## src/rtl/fwd_scoreboard_pkg.sv

```systemverilog
// Shared constants for the forwarding scoreboard: operand-mux encodings and
// default pipeline geometry.
package fwd_scoreboard_pkg;

    localparam int FWD_RF       = 0;
    localparam int DEF_NREG     = 32;
    localparam int DEF_DEPTH    = 3;
    localparam int DEF_LOAD_LAT = 2;
    localparam int DEF_CNTW     = 16;

endpackage

```

## src/rtl/fwd_scoreboard_sb_match.sv

```systemverilog
// Priority matcher: finds the youngest valid in-flight entry whose destination
// equals the requested source register.
module sb_match
    import fwd_scoreboard_pkg::*;
#(
    parameter int DEPTH = DEF_DEPTH,
    parameter int AW    = $clog2(DEF_NREG),
    parameter int FW    = $clog2(DEPTH + 1)
) (
    input  logic [DEPTH-1:0]         ent_v,
    input  logic [DEPTH-1:0][AW-1:0] ent_rd,
    input  logic [DEPTH-1:0]         ent_ld,
    input  logic [AW-1:0]            src,
    input  logic                     used,
    output logic                     hit,
    output logic [FW-1:0]            index,
    output logic                     ld
);

    // Scan oldest to youngest so the lowest stage index overrides any older hit.
    // x0 is hardwired to zero and never participates.
    always_comb begin
        hit   = 1'b0;
        index = '0;
        ld    = 1'b0;
        if (used && (src != '0)) begin
            for (int k = DEPTH - 1; k >= 0; k--) begin
                if (ent_v[k] && (ent_rd[k] == src)) begin
                    hit   = 1'b1;
                    index = FW'(k);
                    ld    = ent_ld[k];
                end
            end
        end
    end

endmodule

```

## src/rtl/fwd_scoreboard.sv

```systemverilog
// Hazard/forwarding scoreboard beside ID: tracks in-flight destinations for
// DEPTH stages, selects operand sources, and raises load-use stalls.
module fwd_scoreboard
    import fwd_scoreboard_pkg::*;
#(
    parameter  int NREG     = DEF_NREG,
    parameter  int DEPTH    = DEF_DEPTH,
    parameter  int LOAD_LAT = DEF_LOAD_LAT,
    parameter  int CNTW     = DEF_CNTW,
    localparam int AW       = $clog2(NREG),
    localparam int FW       = $clog2(DEPTH + 1)
) (
    input  logic            clk,
    input  logic            rst,
    input  logic            id_valid,
    input  logic [AW-1:0]   id_rs1,
    input  logic [AW-1:0]   id_rs2,
    input  logic            id_rs1_used,
    input  logic            id_rs2_used,
    input  logic [AW-1:0]   id_rd,
    input  logic            id_regwr,
    input  logic            id_isload,
    input  logic            flush,
    output logic            issue,
    output logic            stall,
    output logic [FW-1:0]   rs1_fwd,
    output logic            rs1_fwd_ld,
    output logic [FW-1:0]   rs2_fwd,
    output logic            rs2_fwd_ld,
    output logic [CNTW-1:0] stall_cnt
);

    localparam logic [FW-1:0] LL = FW'(LOAD_LAT);

    logic [DEPTH-1:0]         ent_v;
    logic [DEPTH-1:0][AW-1:0] ent_rd;
    logic [DEPTH-1:0]         ent_ld;

    logic          hit1, hit2, ld1, ld2;
    logic [FW-1:0] idx1, idx2;
    logic          hazard, stall_i, issue_i;

    sb_match #(.DEPTH(DEPTH), .AW(AW), .FW(FW)) u_match_rs1 (
        .ent_v  (ent_v),
        .ent_rd (ent_rd),
        .ent_ld (ent_ld),
        .src    (id_rs1),
        .used   (id_rs1_used),
        .hit    (hit1),
        .index  (idx1),
        .ld     (ld1)
    );

    sb_match #(.DEPTH(DEPTH), .AW(AW), .FW(FW)) u_match_rs2 (
        .ent_v  (ent_v),
        .ent_rd (ent_rd),
        .ent_ld (ent_ld),
        .src    (id_rs2),
        .used   (id_rs2_used),
        .hit    (hit2),
        .index  (idx2),
        .ld     (ld2)
    );

    // Load data only becomes forwardable from stage LOAD_LAT onward; flush wins
    // over stall, and everything is held quiet while reset is asserted.
    always_comb begin
        hazard     = (hit1 & ld1 & (idx1 < LL)) | (hit2 & ld2 & (idx2 < LL));
        stall_i    = rst & id_valid & hazard & ~flush;
        issue_i    = rst & id_valid & ~hazard & ~flush;
        stall      = stall_i;
        issue      = issue_i;
        rs1_fwd    = (rst && hit1) ? idx1 + FW'(1) : FW'(FWD_RF);
        rs2_fwd    = (rst && hit2) ? idx2 + FW'(1) : FW'(FWD_RF);
        rs1_fwd_ld = rst & hit1 & ld1;
        rs2_fwd_ld = rst & hit2 & ld2;
    end

    // The stage shift never freezes; a stalled or flushed ID cycle becomes a bubble.
    always_ff @(posedge clk) begin
        if (!rst) begin
            ent_v  <= '0;
            ent_rd <= '0;
            ent_ld <= '0;
        end else begin
            ent_v[0]  <= issue_i & id_regwr & (id_rd != '0);
            ent_rd[0] <= id_rd;
            ent_ld[0] <= id_isload;
            for (int k = 1; k < DEPTH; k++) begin
                ent_v[k]  <= ent_v[k-1];
                ent_rd[k] <= ent_rd[k-1];
                ent_ld[k] <= ent_ld[k-1];
            end
        end
    end

    always_ff @(posedge clk) begin
        if (!rst) begin
            stall_cnt <= '0;
        end else if (stall_i && (stall_cnt != '1)) begin
            stall_cnt <= stall_cnt + CNTW'(1);
        end
    end

endmodule
```

## config.mk

```make
export PLATFORM = sky130hd
export DESIGN_NAME = fwd_scoreboard
export DESIGN_NICKNAME = d
export VERILOG_FILES = /design/src/rtl/fwd_scoreboard_pkg.sv /design/src/rtl/fwd_scoreboard_sb_match.sv /design/src/rtl/fwd_scoreboard.sv
export SDC_FILE = /design/constraint.sdc
export NUM_CORES = 1
export LEC_CHECK = 0
export CAP_MARGIN = 20
export CELL_PAD_IN_SITES_DETAIL_PLACEMENT = 1
export CELL_PAD_IN_SITES_GLOBAL_PLACEMENT = 2
export CORE_MARGIN = 4
export CORE_UTILIZATION = 30
export CTS_CLUSTER_DIAMETER = 120
export DETAILED_ROUTE_END_ITERATION = 8
export HOLD_SLACK_MARGIN = 0.1
export PLACE_DENSITY_LB_ADDON = 0.1
export SLEW_MARGIN = 20
export SYNTH_ARGS = -nofsm -noshare
export SYNTH_HDL_FRONTEND = slang
export SYNTH_HIERARCHICAL = 1
export SYNTH_SLANG_ARGS = --single-unit
```

## constraint.sdc

```tcl
create_clock -name clk -period 2.6 [get_ports clk]
set_clock_uncertainty 0.05 [all_clocks]
set_input_delay 0.26 -clock clk [delete_from_list [all_inputs] [get_ports clk]]
set_output_delay 0.26 -clock clk [all_outputs]
set_load 0.05 [all_outputs]
```

### After elaboration in Yosys (flattened, before gate mapping)

Cells that the tools add are included.

| word-level totals | value |
|---|---|
| word-level logic and storage cells | 76 |
| output and inout bits | 24 |
| input bits | 23 |
| bits in registers | 37 |

| cells by class | value |
|---|---|
| multiplexer cells | 26 |
| equal/unequal tests | 7 |
| $add $sub $neg | 3 |
| bitwise logic cells | 18 |
| reductions and logical operators | 14 |
| order comparisons | 2 |

Operator list:

| kind | number |
|---|---|
| $eq 5x5->1 | 6 |
| $mux 2 | 10 |
| $add 16x1->16 const B | 1 |
| $mux 1 | 16 |
| $ne 16x16->1 const B | 1 |
| $and 1x1->1 | 15 |
| $reduce_bool 5->1 | 3 |
| $logic_and 1x1->1 | 11 |
| $add 2x1->2 const B | 2 |
| $lt 2x2->1 const B | 2 |
| $not 1->1 | 2 |
| $or 1x1->1 | 1 |

### Logic depth before layout (Yosys ltp)

| depth | value |
|---|---|
| word-level depth | 14 |
| mapped depth | 10 |
| mapped depth without buffers | 9 |

### Hierarchy

The synthesis kept the hierarchy.

Modules (own cells, without submodules):

| module | cells each | sequential area each (um^2) | area an instance (um^2) | instances |
|---|---|---|---|---|
| fwd_scoreboard | 155 | 740.7 | 1524.0 | 1 |
| sb_match | 36 | 0.0 | 297.8 | 2 |

### Worst setup path before layout

No wires, ideal clock.

| timing | value |
|---|---|
| path type | register to register |
| from | register ent_rd[11] (netlist bit) |
| to | register ent_v[0] |
| arrival | 2379 ps |
| setup time | 62 ps |
| slack | 109 ps |
| stages on the path, launching flop included | 9 |
| buffers on the path | 0 |
| required time | 2488 ps |
| period minus slack after synthesis | 2491 ps |
| cells stage by stage | dfxtp_1 > xor2_1 > nor4_2 > nand3_1 > nor4b_2 > nand3b_4 > nand2_1 > nor2_1 > o2111a_1 |

| on the way | value |
|---|---|
| longest elaborated chain between the ends | 14 |
| elaborated cells between the ends (all ways) | 40 |
| classes of those cells | 2 x order compare; 2 x eq/ne; 24 x mux; 10 x bitwise; 2 x reduce/logical |

RTL lines:

| what | RTL line | source |
|---|---|---|
| start, declared | fwd_scoreboard.sv:36 | `logic [DEPTH-1:0][AW-1:0] ent_rd;` |
| start signal, assigned by index | fwd_scoreboard.sv:91 | `ent_rd[k] <= ent_rd[k-1];` |
| $eq 5x5->1 | fwd_scoreboard_sb_match.sv:28 | `if (ent_v[k] && (ent_rd[k] == src)) begin` |
| $logic_and 1x1->1 | fwd_scoreboard_sb_match.sv:28 |  |
| $mux 2 (3 in series) | fwd_scoreboard_sb_match.sv:28 |  |
| $mux 2 | fwd_scoreboard_sb_match.sv:26 | `if (used && (src != '0)) begin` |
| net idx1[1] | fwd_scoreboard.sv:40 | `logic [FW-1:0] idx1, idx2;` |
| $lt 2x2->1 | fwd_scoreboard.sv:68 | `hazard = (hit1 & ld1 & (idx1 < LL)) \| (hit2 & ld2 & (idx2 < LL));` |
| $and 1x1->1 | fwd_scoreboard.sv:68 |  |
| $or 1x1->1 | fwd_scoreboard.sv:68 |  |
| $not 1->1 | fwd_scoreboard.sv:70 | `issue_i = rst & id_valid & ~hazard & ~flush;` |
| $and 1x1->1 (2 in series) | fwd_scoreboard.sv:70 |  |
| net issue | fwd_scoreboard.sv:24 | `output logic issue,` |
| $and 1x1->1 (2 in series) | fwd_scoreboard.sv:86 | `ent_v[0] <= issue_i & id_regwr & (id_rd != '0);` |
| end signal, assigned | fwd_scoreboard.sv:86 |  |
| end signal, assigned by index | fwd_scoreboard.sv:90 | `ent_v[k] <= ent_v[k-1];` |
| end, declared | fwd_scoreboard.sv:35 | `logic [DEPTH-1:0] ent_v;` |

The timed path passes the listed nets, and every way through them passes these cells.
A chain may end at the register's enable or synchronous reset.

### Final worst setup path

| timing | value |
|---|---|
| from | register ent_rd[11] (netlist bit) |
| to | register stall_cnt[5] |

| on the way | value |
|---|---|
| longest elaborated chain between the ends | 12 |
| elaborated cells between the ends (all ways) | 38 |
| classes of those cells | 2 x order compare; 2 x eq/ne; 24 x mux; 7 x bitwise; 3 x reduce/logical |

RTL lines:

| what | RTL line | source |
|---|---|---|
| $eq 5x5->1 | fwd_scoreboard_sb_match.sv:28 |  |
| $logic_and 1x1->1 | fwd_scoreboard_sb_match.sv:28 |  |
| $mux 1 (3 in series) | fwd_scoreboard_sb_match.sv:28 |  |
| $mux 1 | fwd_scoreboard_sb_match.sv:26 |  |
| net hit2 | fwd_scoreboard.sv:39 | `logic hit1, hit2, ld1, ld2;` |
| $and 1x1->1 (2 in series) | fwd_scoreboard.sv:68 |  |
| $or 1x1->1 | fwd_scoreboard.sv:68 |  |
| $and 1x1->1 (2 in series) | fwd_scoreboard.sv:69 | `stall_i = rst & id_valid & hazard & ~flush;` |
| $logic_and 1x1->1 | fwd_scoreboard.sv:100 | `end else if (stall_i && (stall_cnt != '1)) begin` |
| end signal, assigned | fwd_scoreboard.sv:101 | `stall_cnt <= stall_cnt + CNTW'(1);` |
| end, declared | fwd_scoreboard.sv:30 | `output logic [CNTW-1:0] stall_cnt` |

The timed path passes the listed nets, and every way through them passes these cells.

==> summary.md <==
| Metric | Value |
|---|---|
| P&R area growth vs syn | 53.5% |
| Most common cell in the synthesized netlist | dfxtp_1 |
| Placer congestion estimate | 0.772 |
| Antenna Nets Post-Route | 0 |
| Die height | 92.1 um |
| TritonRoute pass-1 iters | 4 |
| Post-synth EDFFs | 0 |
| DP Wirelength | 4570 um |
| Fmax | 390 MHz |
| DP Cell Count | 393 |
| Max Cap Violations | 0 |
| Rows | 30 |
| GRT Residual Overflow | 0 |
| Slew headroom | 0.666 |
| Post-Route WL | 5830 um |
| Port-buffer cells | 46 |
| Ys flop type | dfxtp_1 |
| Critical path class | reg -> reg |
| # nets final | 330 |
| Die width | 92.1 um |
| Final setup fails | 0 |
| Clock buffer depth | 2 |
| Synth area leaders | dfxtp_1 (35%), xnor2_1 (12%), xor2_1 (6.6%), and2_1 (6.5%), nor4_4 (4.0%) |
| Slew Limit Fails | 0 |
| Final min period | 2560 ps |
| Initial antenna violation count | 0 |
| Worst path required time | 2720 ps |
| GRT Overall Usage | 0.143 |
| Tcrit/Tclk final | 0.986 |
| WP data arrival | 2680 ps |
| Die Footprint | 8470 sq um |
| Largest net degree at the start of global routing | 30 |
| Crit. End Element | flip-flop |
| Number of global-route vias before repair | 1,845 |
| # IOs | 47 |
| H-tree levels | 2 |
| Seq cells post-synth | 37 |
| Max FO, Critical Path | 14 |
| Initial Util | 0.310 |
| Post-Layout Cell Count | 403 |
| Worst r2r dst | stall_cnt[5]$_SDFFE_PN0P_ |
| Mapped Nets | 251 |
| CTS buffer count | 5 |
| Total chip power | 1.16 mW |
| Pwr/cell area | 357 nW/um^2 |
| Vias post-DR | 1,885 |
| Hold Buf Count CTS | 0 |
| Unique masters post-synth | 37 |
| Async S/R FF share, synth | 0 |
| End of the worst hold path | ent_v[1]$_SDFF_PN0_ |
| Minimum hold slack | 459 ps |
| Synth Cell Area | 2120 sq um |
| R2r setup slk | 40 ps |
| Reg-to-Reg Start | ent_rd[11]$_SDFF_PN0_ |
| Critical Path Source Type | flip-flop |
| Post-Synthesis Cells | 227 |
| Final setup margin | 36.4 ps |
| Post-synth top area cell | dfxtp_1 |
| # DRC | 0 |
| CTS clk-pin slew, worst paths | 80 ps |
| HP Start | ent_v[0]$_SDFF_PN0_ |
| Global-route wire length before repair | 9580 um |
| Dpl ws | -381 ps |
| Clock Latency Late Sink | 290 ps |
| Diode count | 0 |
| Hold Crit Depth | 1 |
| Hold Fails Final Rpt | 0 |
| Top cell type's share of synthesized area | 0.349 |
| Worst Reg2Reg Path Length in Cells | 11 |
| DR iter-0 viols | 27 |
| Layout cell share with drive strength beyond 1 | 0.293 |
| Transition time of the tightest slew-check pin | 499 ps |
| Core area | 6830 sq um |
| Static Leak | 1.23 nW |
| RSZ-0062 raised after global routing | yes |
| DR vias/cell | 4.68 |
| Hold crit path type | reg -> reg |
| CTS tree | done |
| CTS Sinks | 37 |
| Avg Cell Area, Syn | 9.34 sq um |
| Utilization after layout | 0.476 |
| Max VDD drop | 0.264 mV |
| Sequential-to-total area share from yosys stat | 0.349 |
| Status | complete, no violations |
| CTS root buffer | clkbuf_8 |
| Synth warn | 6 |
| Commonest cells in the netlist | dfxtp_1 (37), xnor2_1 (28), and2_1 (22) |
| Wire length per cell | 14.5 um |
-- how the worst max path moves through the flow --
stage / startpoint / to / depth (start not counted)
global route: ent_rd[11]$_SDFF_PN0_ / issue / 9
floorplan: ent_rd[11]$_SDFF_PN0_ / ent_v[0]$_SDFF_PN0_ / 8
CTS: ent_rd[13]$_SDFF_PN0_ / issue / 9
finish: ent_rd[11]$_SDFF_PN0_ / stall_cnt[5]$_SDFFE_PN0P_ / 11
global placement: id_rs1[1] / stall_cnt[2]$_SDFFE_PN0P_ / 12
detailed placement: id_rs1[1] / stall_cnt[5]$_SDFFE_PN0P_ / 11
-- report_power, final --
group          leakage, nW  internal (mW)  switching, mW
clock network       0.0445          0.190          0.230
logic                0.884         0.0785         0.0730
registers            0.303          0.578         0.0125
-- metal layers --
layer | routed length (um) | vias up | global-route usage | part of all wire
met2 | 2640 | 32 | 0.221 | 0.45
met1 | 2930 | 884 | 0.199 | 0.50
met4 | 50 | 0 | 0.0371 | 0.0086
met5 | 0 | - | 0 | 0
li1 | - | 964 | - | -
met3 | 211 | 5 | 0.0336 | 0.036
-- critical path: stages, from the launching register on --
cell      delay (ps)
dfxtp_2          340
xor2_1           150
nor4_2           360
nand3_1          200
a31oi_1          200
buf_4            140
nand3b_4          90
a21o_4           240
buf_12           170
nor4_4           290
xnor2_1          150
nor2_1            50
-- flip-flops by register name, summed over array words and instances, names as in the netlist --
| register | count |
|---|---|
| ent_rd | 15 |
| stall_cnt | 16 |
| ent_v | 3 |
| ent_ld | 3 |
-- through the flow --
stage / instance area, sq um / TNS (ps)
floorplan: 2120 / 0
global placement: 2970 / -5110
detailed placement: 2970 / -6030
CTS: 3110 / -21.1
global route: 3250 / -404
finish: 3250 / 0
-- cells in the final DEF (no fill, tap or decap), types with 4 or more instances in the layout --
master,n
buf_12,9
a31oi_1,5
nor4_4,9
dlygate4sd2_1,10
buf_4,31
nand4_1,13
nor2_1,15
xor2_1,15
nor3_4,4
clkbuf_8,5
and3_1,5
nor2_2,4
nor3_2,4
xnor2_1,28
dfxtp_1,33
clkdlybuf4s50_1,28
nand2_1,13
dfxtp_2,4
and2_1,22
nand3_1,9
-- repair_timing --
item	4_1_cts	5_1_grt
setup buffers	2	0
hold endpoints to repair	0	0
pin swaps	9	23
resized for setup	16	29
cloned	0	0
setup endpoints to repair	16	22
-- kinds of logic after synthesis --
family	count (synthesis)	synth area share
and+or+nand+nor	117	0.371
xor gates and xnor gates	44	0.182
DFF	37	0.349
AOI/OAI and AO/OA	16	0.0590
buffers and inverters	10	0.0230
muxes	2	0.00945
adders and majority gates	1	0.00590
-- area by class of cell --
| cell class | count | area (sq um) |
|---|---|---|
| fillers | 783 | 3580 |
| clock inverters | 3 | 21.3 |
| well taps | 96 | 120 |
| repair buffers | 78 | 781 |
| multi-input cells | 180 | 1500 |
| clock buffers | 5 | 68.8 |
| flip-flops and latches | 37 | 746 |
| inverters | 4 | 15.0 |
(Power assumes the default switching activity.)
